<file path="src/rtl/alu_op_sequencer_if.sv">
// Signal bundle between alu_op_sequencer and its environment.
// master = command issuer plus regfile/mux/ALU datapath, slave = the sequencer itself.
interface alu_op_sequencer_if #(
    parameter int DATA_W = 32,
    parameter int ADDR_W = 5,
    parameter int IMM_W  = 16,
    parameter int CTRL_W = 4
);
    // command channel
    logic              cmd_valid;
    logic              cmd_ready;
    logic [ADDR_W-1:0] cmd_rs;
    logic [ADDR_W-1:0] cmd_rt;
    logic [ADDR_W-1:0] cmd_rd;
    logic [IMM_W-1:0]  cmd_imm;
    logic              cmd_use_imm;
    logic [CTRL_W-1:0] cmd_ctrl;

    // datapath control and observation
    logic [ADDR_W-1:0] rf_raddr1;
    logic [ADDR_W-1:0] rf_raddr2;
    logic              mux_slc;
    logic [IMM_W-1:0]  mux_imm;
    logic [CTRL_W-1:0] alu_ctrl;
    logic [DATA_W-1:0] alu_out;
    logic              alu_ovf;
    logic              rf_we;
    logic [ADDR_W-1:0] rf_waddr;
    logic [DATA_W-1:0] rf_wdata;

    // response channel
    logic              rsp_valid;
    logic              rsp_ready;
    logic [DATA_W-1:0] rsp_result;
    logic              rsp_ovf;
    logic [15:0]       op_count;

    modport master (
        output cmd_valid, cmd_rs, cmd_rt, cmd_rd, cmd_imm, cmd_use_imm, cmd_ctrl,
        input  cmd_ready,
        input  rf_raddr1, rf_raddr2, mux_slc, mux_imm, alu_ctrl,
        output alu_out, alu_ovf,
        input  rf_we, rf_waddr, rf_wdata,
        input  rsp_valid, rsp_result, rsp_ovf, op_count,
        output rsp_ready
    );

    modport slave (
        input  cmd_valid, cmd_rs, cmd_rt, cmd_rd, cmd_imm, cmd_use_imm, cmd_ctrl,
        output cmd_ready,
        output rf_raddr1, rf_raddr2, mux_slc, mux_imm, alu_ctrl,
        input  alu_out, alu_ovf,
        output rf_we, rf_waddr, rf_wdata,
        output rsp_valid, rsp_result, rsp_ovf, op_count,
        input  rsp_ready
    );
endinterface

</file>
<file path="src/rtl/alu_op_sequencer.sv">
// Five-state sequencer (IDLE/READ/EXEC/WB/DONE) driving a regfile -> mux -> ALU datapath.
// Optional macro OVF_TRAP_EN: an overflowing result is not written back to the regfile.
module alu_op_sequencer #(
    parameter int DATA_W = 32,
    parameter int ADDR_W = 5,
    parameter int IMM_W  = 16,
    parameter int CTRL_W = 4
) (
    input  logic               clk,
    input  logic               rst_n,
    alu_op_sequencer_if.slave  bus
);

    typedef enum logic [2:0] {
        S_IDLE = 3'd0,
        S_READ = 3'd1,
        S_EXEC = 3'd2,
        S_WB   = 3'd3,
        S_DONE = 3'd4
    } state_t;

    state_t            r_state;
    state_t            w_state_next;

    logic [ADDR_W-1:0] r_rs;
    logic [ADDR_W-1:0] r_rt;
    logic [ADDR_W-1:0] r_rd;
    logic [IMM_W-1:0]  r_imm;
    logic              r_use_imm;
    logic [CTRL_W-1:0] r_ctrl;
    logic [DATA_W-1:0] r_result;
    logic              r_ovf;
    logic [15:0]       r_op_count;

    logic              w_accept;
    logic              w_rsp_take;
    logic              w_cmd_ready;
    logic              w_rf_we;
    logic              w_rsp_valid;
    logic              w_wb_allowed;

    // $zero is never a writeback target; trapped overflows also keep the old value
`ifdef OVF_TRAP_EN
    assign w_wb_allowed = (r_rd != '0) && !r_ovf;
`else
    assign w_wb_allowed = (r_rd != '0);
`endif

    always_ff @(posedge clk or negedge rst_n) begin
        if (!rst_n) begin
            r_state <= S_IDLE;
        end else begin
            r_state <= w_state_next;
        end
    end

    always_comb begin
        w_state_next = r_state;
        w_accept     = 1'b0;
        w_rsp_take   = 1'b0;
        w_cmd_ready  = 1'b0;
        w_rf_we      = 1'b0;
        w_rsp_valid  = 1'b0;
        case (r_state)
            S_IDLE: begin
                w_cmd_ready = 1'b1;
                if (bus.cmd_valid) begin
                    w_accept     = 1'b1;
                    w_state_next = S_READ;
                end
            end
            S_READ: begin
                w_state_next = S_EXEC;
            end
            S_EXEC: begin
                w_state_next = S_WB;
            end
            S_WB: begin
                w_rf_we      = w_wb_allowed;
                w_state_next = S_DONE;
            end
            S_DONE: begin
                w_rsp_valid = 1'b1;
                if (bus.rsp_ready) begin
                    w_rsp_take   = 1'b1;
                    w_state_next = S_IDLE;
                end
            end
            default: begin
                w_state_next = S_IDLE;
            end
        endcase
    end

    // command fields are held from accept until the next accept so the datapath sees them settle
    always_ff @(posedge clk or negedge rst_n) begin
        if (!rst_n) begin
            r_rs       <= '0;
            r_rt       <= '0;
            r_rd       <= '0;
            r_imm      <= '0;
            r_use_imm  <= 1'b0;
            r_ctrl     <= '0;
            r_result   <= '0;
            r_ovf      <= 1'b0;
            r_op_count <= 16'd0;
        end else begin
            if (w_accept) begin
                r_rs      <= bus.cmd_rs;
                r_rt      <= bus.cmd_rt;
                r_rd      <= bus.cmd_rd;
                r_imm     <= bus.cmd_imm;
                r_use_imm <= bus.cmd_use_imm;
                r_ctrl    <= bus.cmd_ctrl;
            end
            if (r_state == S_EXEC) begin
                r_result <= bus.alu_out;
                r_ovf    <= bus.alu_ovf;
            end
            if (w_rsp_take) begin
                r_op_count <= r_op_count + 16'd1;
            end
        end
    end

    assign bus.cmd_ready  = w_cmd_ready;
    assign bus.rf_raddr1  = r_rs;
    assign bus.rf_raddr2  = r_rt;
    assign bus.mux_slc    = r_use_imm;
    assign bus.mux_imm    = r_imm;
    assign bus.alu_ctrl   = r_ctrl;
    assign bus.rf_we      = w_rf_we;
    assign bus.rf_waddr   = r_rd;
    assign bus.rf_wdata   = r_result;
    assign bus.rsp_valid  = w_rsp_valid;
    assign bus.rsp_result = r_result;
    assign bus.rsp_ovf    = r_ovf;
    assign bus.op_count   = r_op_count;

endmodule

</file>
<file path="src/flat_wrapper.sv">
// flat-port wrapper written by rule: the top's interface ports become plain ports
module alu_op_sequencer_flat 
#(
    parameter int DATA_W = 32,
    parameter int ADDR_W = 5,
    parameter int IMM_W  = 16,
    parameter int CTRL_W = 4
)
  (clk, rst_n, bus_cmd_valid, bus_cmd_rs, bus_cmd_rt, bus_cmd_rd, bus_cmd_imm, bus_cmd_use_imm, bus_cmd_ctrl, bus_cmd_ready, bus_rf_raddr1, bus_rf_raddr2, bus_mux_slc, bus_mux_imm, bus_alu_ctrl, bus_alu_out, bus_alu_ovf, bus_rf_we, bus_rf_waddr, bus_rf_wdata, bus_rsp_valid, bus_rsp_result, bus_rsp_ovf, bus_op_count, bus_rsp_ready);
  alu_op_sequencer_if #(.DATA_W(DATA_W), .ADDR_W(ADDR_W), .IMM_W(IMM_W), .CTRL_W(CTRL_W)) bus_i ();
  input  logic clk;
  input  logic rst_n;
  input wire logic [$bits(bus_i.cmd_valid)-1:0] bus_cmd_valid;
  input wire logic [$bits(bus_i.cmd_rs)-1:0] bus_cmd_rs;
  input wire logic [$bits(bus_i.cmd_rt)-1:0] bus_cmd_rt;
  input wire logic [$bits(bus_i.cmd_rd)-1:0] bus_cmd_rd;
  input wire logic [$bits(bus_i.cmd_imm)-1:0] bus_cmd_imm;
  input wire logic [$bits(bus_i.cmd_use_imm)-1:0] bus_cmd_use_imm;
  input wire logic [$bits(bus_i.cmd_ctrl)-1:0] bus_cmd_ctrl;
  output wire logic [$bits(bus_i.cmd_ready)-1:0] bus_cmd_ready;
  output wire logic [$bits(bus_i.rf_raddr1)-1:0] bus_rf_raddr1;
  output wire logic [$bits(bus_i.rf_raddr2)-1:0] bus_rf_raddr2;
  output wire logic [$bits(bus_i.mux_slc)-1:0] bus_mux_slc;
  output wire logic [$bits(bus_i.mux_imm)-1:0] bus_mux_imm;
  output wire logic [$bits(bus_i.alu_ctrl)-1:0] bus_alu_ctrl;
  input wire logic [$bits(bus_i.alu_out)-1:0] bus_alu_out;
  input wire logic [$bits(bus_i.alu_ovf)-1:0] bus_alu_ovf;
  output wire logic [$bits(bus_i.rf_we)-1:0] bus_rf_we;
  output wire logic [$bits(bus_i.rf_waddr)-1:0] bus_rf_waddr;
  output wire logic [$bits(bus_i.rf_wdata)-1:0] bus_rf_wdata;
  output wire logic [$bits(bus_i.rsp_valid)-1:0] bus_rsp_valid;
  output wire logic [$bits(bus_i.rsp_result)-1:0] bus_rsp_result;
  output wire logic [$bits(bus_i.rsp_ovf)-1:0] bus_rsp_ovf;
  output wire logic [$bits(bus_i.op_count)-1:0] bus_op_count;
  input wire logic [$bits(bus_i.rsp_ready)-1:0] bus_rsp_ready;
  assign bus_i.cmd_valid = bus_cmd_valid;
  assign bus_i.cmd_rs = bus_cmd_rs;
  assign bus_i.cmd_rt = bus_cmd_rt;
  assign bus_i.cmd_rd = bus_cmd_rd;
  assign bus_i.cmd_imm = bus_cmd_imm;
  assign bus_i.cmd_use_imm = bus_cmd_use_imm;
  assign bus_i.cmd_ctrl = bus_cmd_ctrl;
  assign bus_cmd_ready = bus_i.cmd_ready;
  assign bus_rf_raddr1 = bus_i.rf_raddr1;
  assign bus_rf_raddr2 = bus_i.rf_raddr2;
  assign bus_mux_slc = bus_i.mux_slc;
  assign bus_mux_imm = bus_i.mux_imm;
  assign bus_alu_ctrl = bus_i.alu_ctrl;
  assign bus_i.alu_out = bus_alu_out;
  assign bus_i.alu_ovf = bus_alu_ovf;
  assign bus_rf_we = bus_i.rf_we;
  assign bus_rf_waddr = bus_i.rf_waddr;
  assign bus_rf_wdata = bus_i.rf_wdata;
  assign bus_rsp_valid = bus_i.rsp_valid;
  assign bus_rsp_result = bus_i.rsp_result;
  assign bus_rsp_ovf = bus_i.rsp_ovf;
  assign bus_op_count = bus_i.op_count;
  assign bus_i.rsp_ready = bus_rsp_ready;
  alu_op_sequencer #(.DATA_W(DATA_W), .ADDR_W(ADDR_W), .IMM_W(IMM_W), .CTRL_W(CTRL_W)) u_core (.clk(clk), .rst_n(rst_n), .bus(bus_i));
endmodule
</file>
<file path="config.mk">
export PLATFORM = sky130hd
export DESIGN_NAME = alu_op_sequencer_flat
export DESIGN_NICKNAME = d
export VERILOG_FILES = /design/src/rtl/alu_op_sequencer_if.sv /design/src/rtl/alu_op_sequencer.sv /design/src/flat_wrapper.sv
export SDC_FILE = /design/constraint.sdc
export NUM_CORES = 1
export LEC_CHECK = 0
export ABC_CLOCK_PERIOD_IN_PS = 5150
export CAP_MARGIN = 10
export CELL_PAD_IN_SITES_DETAIL_PLACEMENT = 1
export CELL_PAD_IN_SITES_GLOBAL_PLACEMENT = 2
export CORE_MARGIN = 10
export CORE_UTILIZATION = 26
export DETAILED_ROUTE_END_ITERATION = 6
export HOLD_SLACK_MARGIN = 0.03
export MAX_ROUTING_LAYER = met4
export PLACE_DENSITY = 0.87
export RECOVER_POWER = 25
export SLEW_MARGIN = 20
export SYNTH_ARGS = -nofsm -noshare
export SYNTH_HDL_FRONTEND = slang
export SYNTH_SLANG_ARGS = --single-unit
</file>
<file path="constraint.sdc">
create_clock -name clk -period 5.15 [get_ports clk]
set_input_delay 1.03 -clock clk [delete_from_list [all_inputs] [get_ports clk]]
set_output_delay 1.03 -clock clk [all_outputs]
set_load 0.1 [all_outputs]
</file>
==> impl_metrics.tcl <==
set metrics [dict create \
    viasPerCell 4.32 \
    drt-total-wl_um 11600 \
    clock_path_buffers 2 \
    hold_end "u_core.bus.op_count[15]" \
    final_common_cell "clkdlybuf4s50_1" \
    period_needed_ns 3.55 \
    relSlewSlack -0.195 \
    rr_worst_depth 4 \
    setup_violations 0 \
    ff2ff_setup_slack_ns 3.23 \
    layout_common_cells "clkdlybuf4s50_1, dfrtp_1, mux2_2" \
    start_util 0.265 \
    period_share 0.690 \
    grtUsageTotal 0.124 \
    violations "max-capacitance violations, max-slew violations" \
    slew_viol_final 35 \
    cts_hold_buf 0 \
    diodes 0 \
    htreeDepth 3 \
    syn_area_per_cell_um2 14.2 \
    place_hpwl_um 9190 \
    fmax_ghz 0.281 \
    yosysSeqAreaShare 0.598 \
    fin_skew_ns 0.00940 \
    hold_viol 0 \
    cp-startpoint "u_core.r_state[0]" \
    setup.worst_path.start_class "flip-flop" \
    tightest_slew_ns 1.79 \
    io_pins 193 \
    gp_congestion 0.783 \
    fill_cells 1467 \
    post-cts-setup-buffers 0 \
    worst-path-max-fanout 7 \
    cts-root-buf "clkbuf_16" \
    netlist-cell-type-count 24 \
    tritoncts "built" \
    synthesis.area_um2 3680 \
    maxCapViolations 1 \
    ys_ff_latch 88 \
    syn_nets 333 \
    setup-tns-final_ns 0 \
    coreArea_um2 13900 \
    path_class "reg2out" \
    die_h_um 139 \
    area.growth.synth_to_final_pct 58.2 \
    yosysWarnings 0 \
    cp_slowest_cell "clkdlybuf4s50_1" \
    ant_nets 0 \
    clock_sinks 88 \
    nets 498 \
    max_stage_delay_ns 1.14 \
    dieWidth_um 139 \
    cp_data_required_time_ns 4.12 \
    drive_gt1_frac 0.207 \
    holdCritPathClass "reg2reg" \
    status "finished with violations" \
    row_count 43 \
    synth_edf_count 0 \
    rsz0062_at_grt "false" \
    cts-resized-gates 0 \
    antenna_found_initial 0 \
    drc 0 \
    synth-main-ff-cell "dfrtp_1" \
    min_from "u_core.bus.op_count[15]" \
    worst_r2r_endpoint "u_core.bus.mux_imm[13]" \
    cts-buffers-inserted 9 \
    worst_ep_arrival_time_ns 2.52 \
    vias 2632 \
    grt_first_pass_wirelength_um 18300 \
    r2r-start "u_core.r_state[0]" \
    crit_chain "or3b_4 -> inv_1 -> clkdlybuf4s50_1" \
    worst_skew_pair.late_latency_ns 0.34 \
    wl_per_cell_um 19.1 \
    netlist_instances 259 \
    grt_pass1_vias 3037 \
    clk_pin_slew_worst_paths_ns 0.06 \
    portBuffers 192 \
    firstDrtPassIters 4 \
    grt_start_max_net_pins 56 \
    critPathCaptureType "output port" \
    min_path_cells 1 \
    overflow 0 \
    die_area_um2 19300 \
    drt_iter0_markers 91 \
    synthArstFlopShare 1.00 \
]
## metrics by stage
stage               instance area [µm²]  std cells  utilization  setup WS (ns)  hold slack, ns
CTS                                5850        609        0.421           1.56           0.501
global placement                   5550        592        0.400           1.98           0.475
floorplan                          3680        259            -           1.47           0.502
global route                       5820        609        0.419           1.13           0.521
detailed placement                 5580        593        0.402           1.95           0.479
finish                             5820        609        0.419           1.60           0.494
## registers in the layout, indices dropped and copies added (netlist names)
signal                cells
u_core.bus.alu_ctrl       4
u_core.bus.mux_imm       16
u_core.bus.mux_slc        1
u_core.bus.op_count      16
u_core.bus.rf_raddr1      5
u_core.bus.rf_raddr2      5
u_core.bus.rf_waddr       5
u_core.bus.rf_wdata      32
u_core.bus.rsp_ovf        1
u_core.r_state            3
## per-layer routing
metal / wire length, µm / GRT usage / vias to the layer above
li1: - / - / 1189
met1: 4580 / 0.130 / 1307
met2: 5790 / 0.203 / 127
met3: 1110 / 0.0562 / 9
met4: 131 / 0.0428 / 0
met5: 0 / - / -
## worst max path at each step
stage | slack, ns | depth (start not counted) | endpoint
finish | 1.60 | 3 | bus_rsp_valid
global placement | 1.98 | 3 | bus_rsp_valid
global route | 1.13 | 2 | u_core.bus.mux_imm[9]
floorplan | 1.47 | 6 | u_core.bus.rf_waddr[1]
detailed placement | 1.95 | 3 | bus_rsp_valid
CTS | 1.56 | 3 | bus_rsp_valid
## kinds of logic (layout without fill, tap and decap cells)
group,after synthesis,in the layout,share of synthesized area
DFF,88,88,0.598
buffers and inverters,43,213,0.0819
and+or+nand+nor,39,39,0.0615
AOI/OAI and AO/OA,2,2,0.00272
xor gates and xnor gates,16,16,0.0381
adders and majority gates,1,1,0.00340
muxes,70,70,0.214
## critical path: cells and delay by family (launching register included)
| family | cells | cell delay [ns] |
|---|---|---|
| AND/OR/NAND/NOR | 1 | 0.48 |
| flip-flops | 1 | 0.47 |
| buffers and inverters | 2 | 1.23 |
## Yosys cell counts (all sizes together) (2+ instances only)
cell type	instances	share of area
buf	40	0.079
dfrtp	88	0.60
inv	2	0.0020
mux2	70	0.21
nand2	4	0.0041
nand3	12	0.016
nand4	2	0.0034
nor2	7	0.0071
nor3	6	0.0082
nor4	2	0.0075
xnor2	11	0.026
xor2	5	0.012
## layout make-up
cell class / instances / area [µm²] / share of cell area
inverter: 2 / 7.51 / 0.00129
timing repair buffer: 195 / 1940 / 0.332
clock buffer: 13 / 250 / 0.0430
sequential: 88 / 2200 / 0.378
clock inverter: 3 / 17.5 / 0.00301
tap: 180 / 225 / 0.0387
multi-input combinational: 128 / 1180 / 0.203
Power is left out: the tool's default activity adds up to more than one toggle a clock period on the data nets, which glitch-free logic cannot reach.
